## config.mk

```make
export PLATFORM = sky130hd
export DESIGN_NAME = rom_loader
export DESIGN_NICKNAME = d
export VERILOG_FILES = /design/src/rtl/rom_loader_pkg.sv /design/src/rtl/rom_loader.sv
export SDC_FILE = /design/constraint.sdc
export NUM_CORES = 1
export LEC_CHECK = 0
export CAP_MARGIN = 30
export CELL_PAD_IN_SITES_DETAIL_PLACEMENT = 0
export CELL_PAD_IN_SITES_GLOBAL_PLACEMENT = 1
export CORE_MARGIN = 3
export CORE_UTILIZATION = 47
export DETAILED_ROUTE_END_ITERATION = 12
export PLACE_DENSITY_LB_ADDON = 0.1
export SLEW_MARGIN = 15
export SYNTH_ARGS = -nofsm -noshare
export SYNTH_HDL_FRONTEND = slang
export SYNTH_SLANG_ARGS = --single-unit
```

## constraint.sdc

```tcl
create_clock -name clk -period 4.27 [get_ports clk]
set_input_delay 0.6405 -clock clk [delete_from_list [all_inputs] [get_ports clk]]
set_output_delay 0.6405 -clock clk [all_outputs]
set_load 0.1 [all_outputs]
```

## src/rtl/rom_loader_pkg.sv

```systemverilog
// Shared types and sizing constants for the boot-time ROM loader.
package rom_loader_pkg;

  localparam int LEN_W          = 16;
  localparam int WORD_W         = 32;
  localparam int BYTES_PER_WORD = 4;

  typedef enum logic [2:0] {
    LEN0,
    LEN1,
    DATA,
    SUM,
    DONE,
    ERR
  } loader_state_t;

endpackage

```

## src/rtl/rom_loader.sv

```systemverilog
// Boot loader: assembles little-endian words from the UART byte stream into ROM,
// verifies an XOR checksum and holds the CPU in reset until a valid image is loaded.
//
// state | meaning
// LEN0  | waiting for length low byte
// LEN1  | waiting for length high byte
// DATA  | collecting instruction bytes, writing one word per 4 bytes
// SUM   | waiting for checksum byte
// DONE  | image valid, CPU released; next byte starts a reload
// ERR   | oversize length or bad checksum; next byte starts a reload
module rom_loader
  import rom_loader_pkg::*;
#(
  parameter int ADDR_W = 8
) (
  input  logic              clk,
  input  logic              reset,
  input  logic              rx_valid,
  input  logic [7:0]        rx_data,
  output logic              rom_we,
  output logic [ADDR_W-1:0] rom_addr,
  output logic [WORD_W-1:0] rom_wdata,
  output logic              cpu_hold,
  output logic              done,
  output logic              error
);

  localparam logic [LEN_W:0] CAPACITY = (LEN_W + 1)'(1) << ADDR_W;

  loader_state_t     state_q, state_d;
  logic [LEN_W-1:0]  len_q, len_d;
  logic [ADDR_W-1:0] cnt_q, cnt_d;
  logic [1:0]        idx_q, idx_d;
  logic [7:0]        acc_q, acc_d;
  logic [23:0]       buf_q, buf_d;
  logic              we_q, we_d;
  logic [ADDR_W-1:0] addr_q, addr_d;
  logic [WORD_W-1:0] wdata_q, wdata_d;
  logic              hold_q, hold_d;
  logic              done_q, done_d;
  logic              err_q, err_d;
  logic [LEN_W-1:0]  len_new;

  assign len_new = {rx_data, len_q[7:0]};

  always_comb begin
    state_d = state_q;
    len_d   = len_q;
    cnt_d   = cnt_q;
    idx_d   = idx_q;
    acc_d   = acc_q;
    buf_d   = buf_q;
    we_d    = 1'b0;
    addr_d  = addr_q;
    wdata_d = wdata_q;
    if (rx_valid) begin
      unique case (state_q)
        LEN0, DONE, ERR: begin
          len_d   = {len_q[15:8], rx_data};
          state_d = LEN1;
        end
        LEN1: begin
          len_d = len_new;
          cnt_d = '0;
          idx_d = '0;
          acc_d = '0;
          if (len_new == '0)                  state_d = SUM;
          else if ({1'b0, len_new} > CAPACITY) state_d = ERR;
          else                                 state_d = DATA;
        end
        DATA: begin
          acc_d = acc_q ^ rx_data;
          idx_d = idx_q + 2'd1;
          if (idx_q == 2'd3) begin
            we_d    = 1'b1;
            addr_d  = cnt_q;
            wdata_d = {rx_data, buf_q};
            cnt_d   = cnt_q + 1'b1;
            // Compare against len-1 so a full-capacity image ends cleanly as the counter wraps.
            if (LEN_W'(cnt_q) == len_q - LEN_W'(1)) state_d = SUM;
          end else begin
            buf_d[{idx_q, 3'b000} +: 8] = rx_data;
          end
        end
        SUM:     state_d = (rx_data == acc_q) ? DONE : ERR;
        default: state_d = LEN0;
      endcase
    end
    hold_d = (state_d != DONE);
    done_d = (state_d == DONE);
    err_d  = (state_d == ERR);
  end

  always_ff @(posedge clk or negedge reset) begin
    if (!reset) begin
      state_q <= LEN0;
      len_q   <= '0;
      cnt_q   <= '0;
      idx_q   <= '0;
      acc_q   <= '0;
      buf_q   <= '0;
      we_q    <= 1'b0;
      addr_q  <= '0;
      wdata_q <= '0;
      hold_q  <= 1'b1;
      done_q  <= 1'b0;
      err_q   <= 1'b0;
    end else begin
      state_q <= state_d;
      len_q   <= len_d;
      cnt_q   <= cnt_d;
      idx_q   <= idx_d;
      acc_q   <= acc_d;
      buf_q   <= buf_d;
      we_q    <= we_d;
      addr_q  <= addr_d;
      wdata_q <= wdata_d;
      hold_q  <= hold_d;
      done_q  <= done_d;
      err_q   <= err_d;
    end
  end

  assign rom_we    = we_q;
  assign rom_addr  = addr_q;
  assign rom_wdata = wdata_q;
  assign cpu_hold  = hold_q;
  assign done      = done_q;
  assign error     = err_q;

endmodule

```

Word-level counts from Yosys, hierarchy flattened:

Index checks and enable logic that the tools add are counted.

* bits in registers: 105
* input port bits: 11
* output and inout bits: 44

* add/subtract/negate cells: 4
* order comparisons: 1
* eq/ne operators: 12
* shifts and indexed selects: 2
* mux-type cells: 16
* bitwise logic cells: 4
* reductions and logical operators: 10

Operators with widths (count)
* 16-bit one-hot mux with 2 select lines: 1
* 8-bit one-hot mux with 2 select lines: 2
* 24-bit bitwise mux: 1
* 8-bit by 7-bit variable shift with 24-bit output, first input constant: 1
* 8-bit by 7-bit indexed part select with 24-bit output: 1
* 8-bit by 16-bit == test with 1-bit output: 1
* 16-bit by 9-bit > comparator with 1-bit output, second input constant: 1
* 16-bit zero test: 1
* 16-bit by 1-bit subtractor with 16-bit output, second input constant: 1
* 3-bit two-way mux: 5
* 3-bit AND reduction: 5
* 3-bit == test, second input constant: 4
* 3-bit one-hot mux with 4 select lines: 1
* 8-bit by 1-bit adder with 8-bit output, second input constant: 1
* 8-bit == test: 1
* 8-bit two-way mux: 1
* 8-bit bitwise XOR: 1
* 5-bit negation with 7-bit output: 1
* 3-bit by 2-bit == test with 1-bit output, second input constant: 2
* 1-bit two-way mux: 4
* 2-bit one-hot mux with 2 select lines: 1
* 3-bit by 1-bit == test with 1-bit output, second input constant: 1
* 3-bit zero test: 1
* 3-bit inequality test, second input constant: 1
* 7 further kinds: 9

Longest topological paths before layout:

* depth after elaboration: 7
* gate-level depth with buffers: 9

Least setup slack after synthesis:

OpenSTA, ideal clock, no wires.

* path kind: register to register
* start point: reg len_q[0]
* end point: reg state_q[0]
* arrival: 1.830 ns
* data required time: 4.166 ns
* path slack: 2.336 ns
* cell stages (with the launch flop): 10
* path buffers: 1
* cells stage by stage: dfrtp_1 > buf_6 > inv_1 > ha_1 > nor3b_1 > xnor2_1 > nor2_1 > nor3b_1 > a21oi_1 > o41ai_2

* longest elaborated chain between the ends: 6
* elaborated cells on any way between the ends: 10
* those cells by class: 1 x add/sub; 1 x order compare; 1 x eq/ne; 6 x mux; 1 x reduce/logical

Ends and longest elaborated chain
* start, declared: RTL line rom_loader.sv:31 `logic [LEN_W-1:0] len_q, len_d;`
* start signal, assigned: RTL line rom_loader.sv:110 `len_q <= len_d;`
* 16-bit by 1-bit subtractor with 16-bit output: RTL line rom_loader.sv:80 `if (LEN_W'(cnt_q) == len_q - LEN_W'(1)) state_d = SUM;`
* 8-bit by 16-bit == test with 1-bit output: RTL line rom_loader.sv:80
* 3-bit two-way mux: RTL line rom_loader.sv:80
* 3-bit two-way mux: RTL line rom_loader.sv:74 `if (idx_q == 2'd3) begin`
* 3-bit one-hot mux with 4 select lines *: RTL line rom_loader.sv:57 `unique case (state_q)`
* 3-bit two-way mux *: RTL line rom_loader.sv:56 `if (rx_valid) begin`
* via state_d[0]: RTL line rom_loader.sv:30 `loader_state_t state_q, state_d;`
* end signal, assigned: RTL line rom_loader.sv:109 `state_q <= state_d;`
* end, declared: RTL line rom_loader.sv:30

Mark *: on every way through the listed nets, which the timed path passes. The rest lies on a longest branch.
A chain may end at the register's enable or synchronous reset.

Worst setup path after layout:

* start point: reg hold_q, in the netlist cpu_hold
* end point: out cpu_hold

RTL lines
* start, declared: RTL line rom_loader.sv:39 `logic hold_q, hold_d;`
* start signal, assigned: RTL line rom_loader.sv:118 `hold_q <= hold_d;`
* end, declared: RTL line rom_loader.sv:23 `output logic cpu_hold,`

No word-level cell between the ends.

==> impl_metrics.tcl <==
set metrics [dict create \
    status "completed" \
    critical_path.cell_chain "clkdlybuf4s50_1" \
    synth_area_mm2 0.00489 \
    postCtsResizedCells 0 \
    reg2reg_slack_ns 2.00 \
    detail-route-antenna-nets 0 \
    portBuffers 54 \
    syn_to_final_growth_pct 16.8 \
    max-cap-violations 0 \
    drc 0 \
    cp.depth 1 \
    placed_cells 684 \
    cp_num_buf_inv 1 \
    cts_buffer_depth 2 \
    drt_iter0_drc 214 \
    num-nets-final 581 \
    cts_setup_buffers 0 \
    die_w_um 108 \
    drive_above_1_share_pct 10.6 \
    grt_max_degree 45 \
    synth_cell_types 46 \
    start_kind "register" \
    finalHoldViolCount 0 \
    wl_mm 10.6 \
    ctsRootBufferMaster "clkbuf_8" \
    hpwl_mm 7.19 \
    core_mm2 0.00995 \
    synth_seq_cells 105 \
    clock-sinks 105 \
    synth_nets 534 \
    cp-end-kind "primary output" \
    finClkSkew_ns 0.0122 \
    placed_cell_area_mm2 0.00551 \
    criticalPathCategory "register to primary output" \
    worstMarginPinSlew_ns 0.986 \
    maxSlewViolCount 0 \
    track_usage_pct 19.6 \
    vdd_drop_max_mv 0.157 \
    reg2regPathDepth 8 \
    hold_ws_ns 0.190 \
    timing.rr.start "len_q[0]" \
    dieArea_mm2 0.0117 \
    synth.avg_cell_area_um2 9.48 \
    cp_top_family "buffers and inverters" \
    start_util_pct 49.1 \
    ys.flop_type "dfrtp_1" \
    place_ws_ns 1.45 \
    via_per_inst 5.19 \
    cts_tree "done" \
    clkLatencyLatePin_ns 0.36 \
    htreeDepth 3 \
    cpPeakStageDelay_ns 1.13 \
    min-delay-path-class "input pin to async pin" \
    fin_tns_setup_ns 0 \
    design_area_mm2 0.00571 \
    required_ns 3.63 \
    die_y_um 108 \
    clk_pin_slew_ns 0.11 \
    wire_per_inst_um 15.1 \
    num_rows 36 \
    rsz0062_at_grt "false" \
    crit_slowest_cell "clkdlybuf4s50_1" \
    ys_async_sr_fraction_pct 100 \
    pin_count 55 \
    grt_overflow 0 \
    synthCells 516 \
    timing.final.ws_setup_ns 1.61 \
    slew_headroom_pct 34.1 \
    report.power.total_mw 1.95 \
    clock.fmax_ghz 0.376 \
    final_util_pct 57.4 \
    finalSetupViolCount 0 \
    numCtsBuffers 9 \
    final_cells 701 \
    grt_pass1_vias 3581 \
    yosysSeqAreaShare_pct 53.7 \
    cp.arrival_ns 2.02 \
    synth_edf_count 0 \
    dr_total_vias 3636 \
    yosysWarnings 0 \
    cp-startpoint "cpu_hold" \
    post-route-min-period_ns 2.66 \
    p_per_area_mw_per_mm2 342 \
    period_share_pct 62.3 \
    ctsHoldBuffers 0 \
    antenna_cells 0 \
    drtPass1Iterations 4 \
    antenna_found_initial 0 \
    gp_congestion 0.881 \
    p_leak_nw 2.67 \
    crit_path_max_fanout 1 \
    grt_pass1_wl_mm 17.9 \
]
## Yosys cell counts (2+ instances only)
library cell / count / area, um2
ha_1: 7 / 87.6
o21ai_1: 18 / 90.1
a31oi_1: 3 / 18.8
xor2_1: 18 / 158
nand2_4: 3 / 33.8
o21ai_0: 22 / 110
nor3b_1: 6 / 45.0
nand2_1: 198 / 743
nand3_1: 4 / 20.0
mux2_2: 17 / 191
a21oi_1: 3 / 15.0
nor2b_1: 2 / 12.5
nand4_1: 2 / 12.5
buf_6: 5 / 56.3
inv_2: 2 / 7.51
nand2b_1: 4 / 25.0
xnor2_1: 11 / 96.3
o21ai_2: 6 / 52.6
and3_1: 2 / 12.5
nor4_1: 6 / 37.5
clkbuf_1: 16 / 60.1
buf_1: 4 / 15.0
dfrtp_1: 104 / 2600
o21a_1: 4 / 30.0
inv_1: 6 / 22.5
nor4b_1: 4 / 35.0
nor3_1: 7 / 35.0
nor2_1: 14 / 52.6
## cell type report
cell class / instances / area [um2]
inverter: 8 / 30.0
timing repair buffer: 61 / 588
tap: 133 / 166
clock inverter: 5 / 46.3
clock buffer: 11 / 151
fill: 928 / 4240
sequential: 105 / 2630
multi-input combinational: 378 / 2100
## flip-flops by register name, summed over array words and instances (netlist names)
register	count
len_q	16
rom_we	1
cpu_hold	1
error	1
done	1
acc_q	8
rom_addr	8
rom_wdata	32
cnt_q	8
buf_q	24
idx_q	2
state_q	3
## power by group
group          switching [mW]  internal, mW  total, mW
Sequential             0.0623          1.04       1.10
Combinational           0.140         0.107      0.247
Clock                   0.354         0.254      0.608
## metal layers
| metal | vias to the layer above | wire [um] | GRT usage [%] |
|---|---|---|---|
| met2 | 72 | 4720 | 29.2 |
| li1 | 1785 | - | - |
| met4 | 0 | 122 | 7.30 |
| met1 | 1768 | 5210 | 29.1 |
| met3 | 11 | 518 | 2.81 |
| met5 | - | 0 | 0 |
## cell usage in the layout, fill, tap and decap left out, types with 2 or more instances in the layout
cell	instances
xnor2_1	11
and3_1	2
ha_1	7
o21a_1	4
nor3b_1	6
clkdlybuf4s50_1	53
dfrtp_1	104
nor3_1	7
inv_1	6
xor2_1	18
nand4_1	2
nand2b_1	4
mux2_2	17
nor2_1	14
inv_2	2
clkbuf_8	11
clkinv_4	3
o21ai_2	6
nor2b_1	2
buf_4	7
o21ai_0	22
nand2_1	198
nand2_4	3
a21oi_1	3
a31oi_1	3
nor4_1	6
o21ai_1	18
nor4b_1	4
nand3_1	4
## final timing paths
check | end
worst min register to register | rom_wdata[8]
worst max-delay path | cpu_hold
worst max register to register | state_q[0]
min in group clk | rom_wdata[8]
worst min-delay path | rom_wdata[14]
max in group asynchronous | rom_wdata[5]
## cell families (layout without fill, tap and decap cells)
kind of cell	count (synthesis)	after routing	synth area share, %
buffers and inverters	33	85	3.30
AND/OR/NAND/NOR	260	260	23.8
multiplexers	17	17	3.91
adder cells (fa/ha/maj)	7	7	1.79
XOR/XNOR	29	29	5.19
AO/OA/AOI/OAI	65	65	8.29
flip-flops	105	105	53.7
No activity file was read; power rests on OpenSTA's default activity.
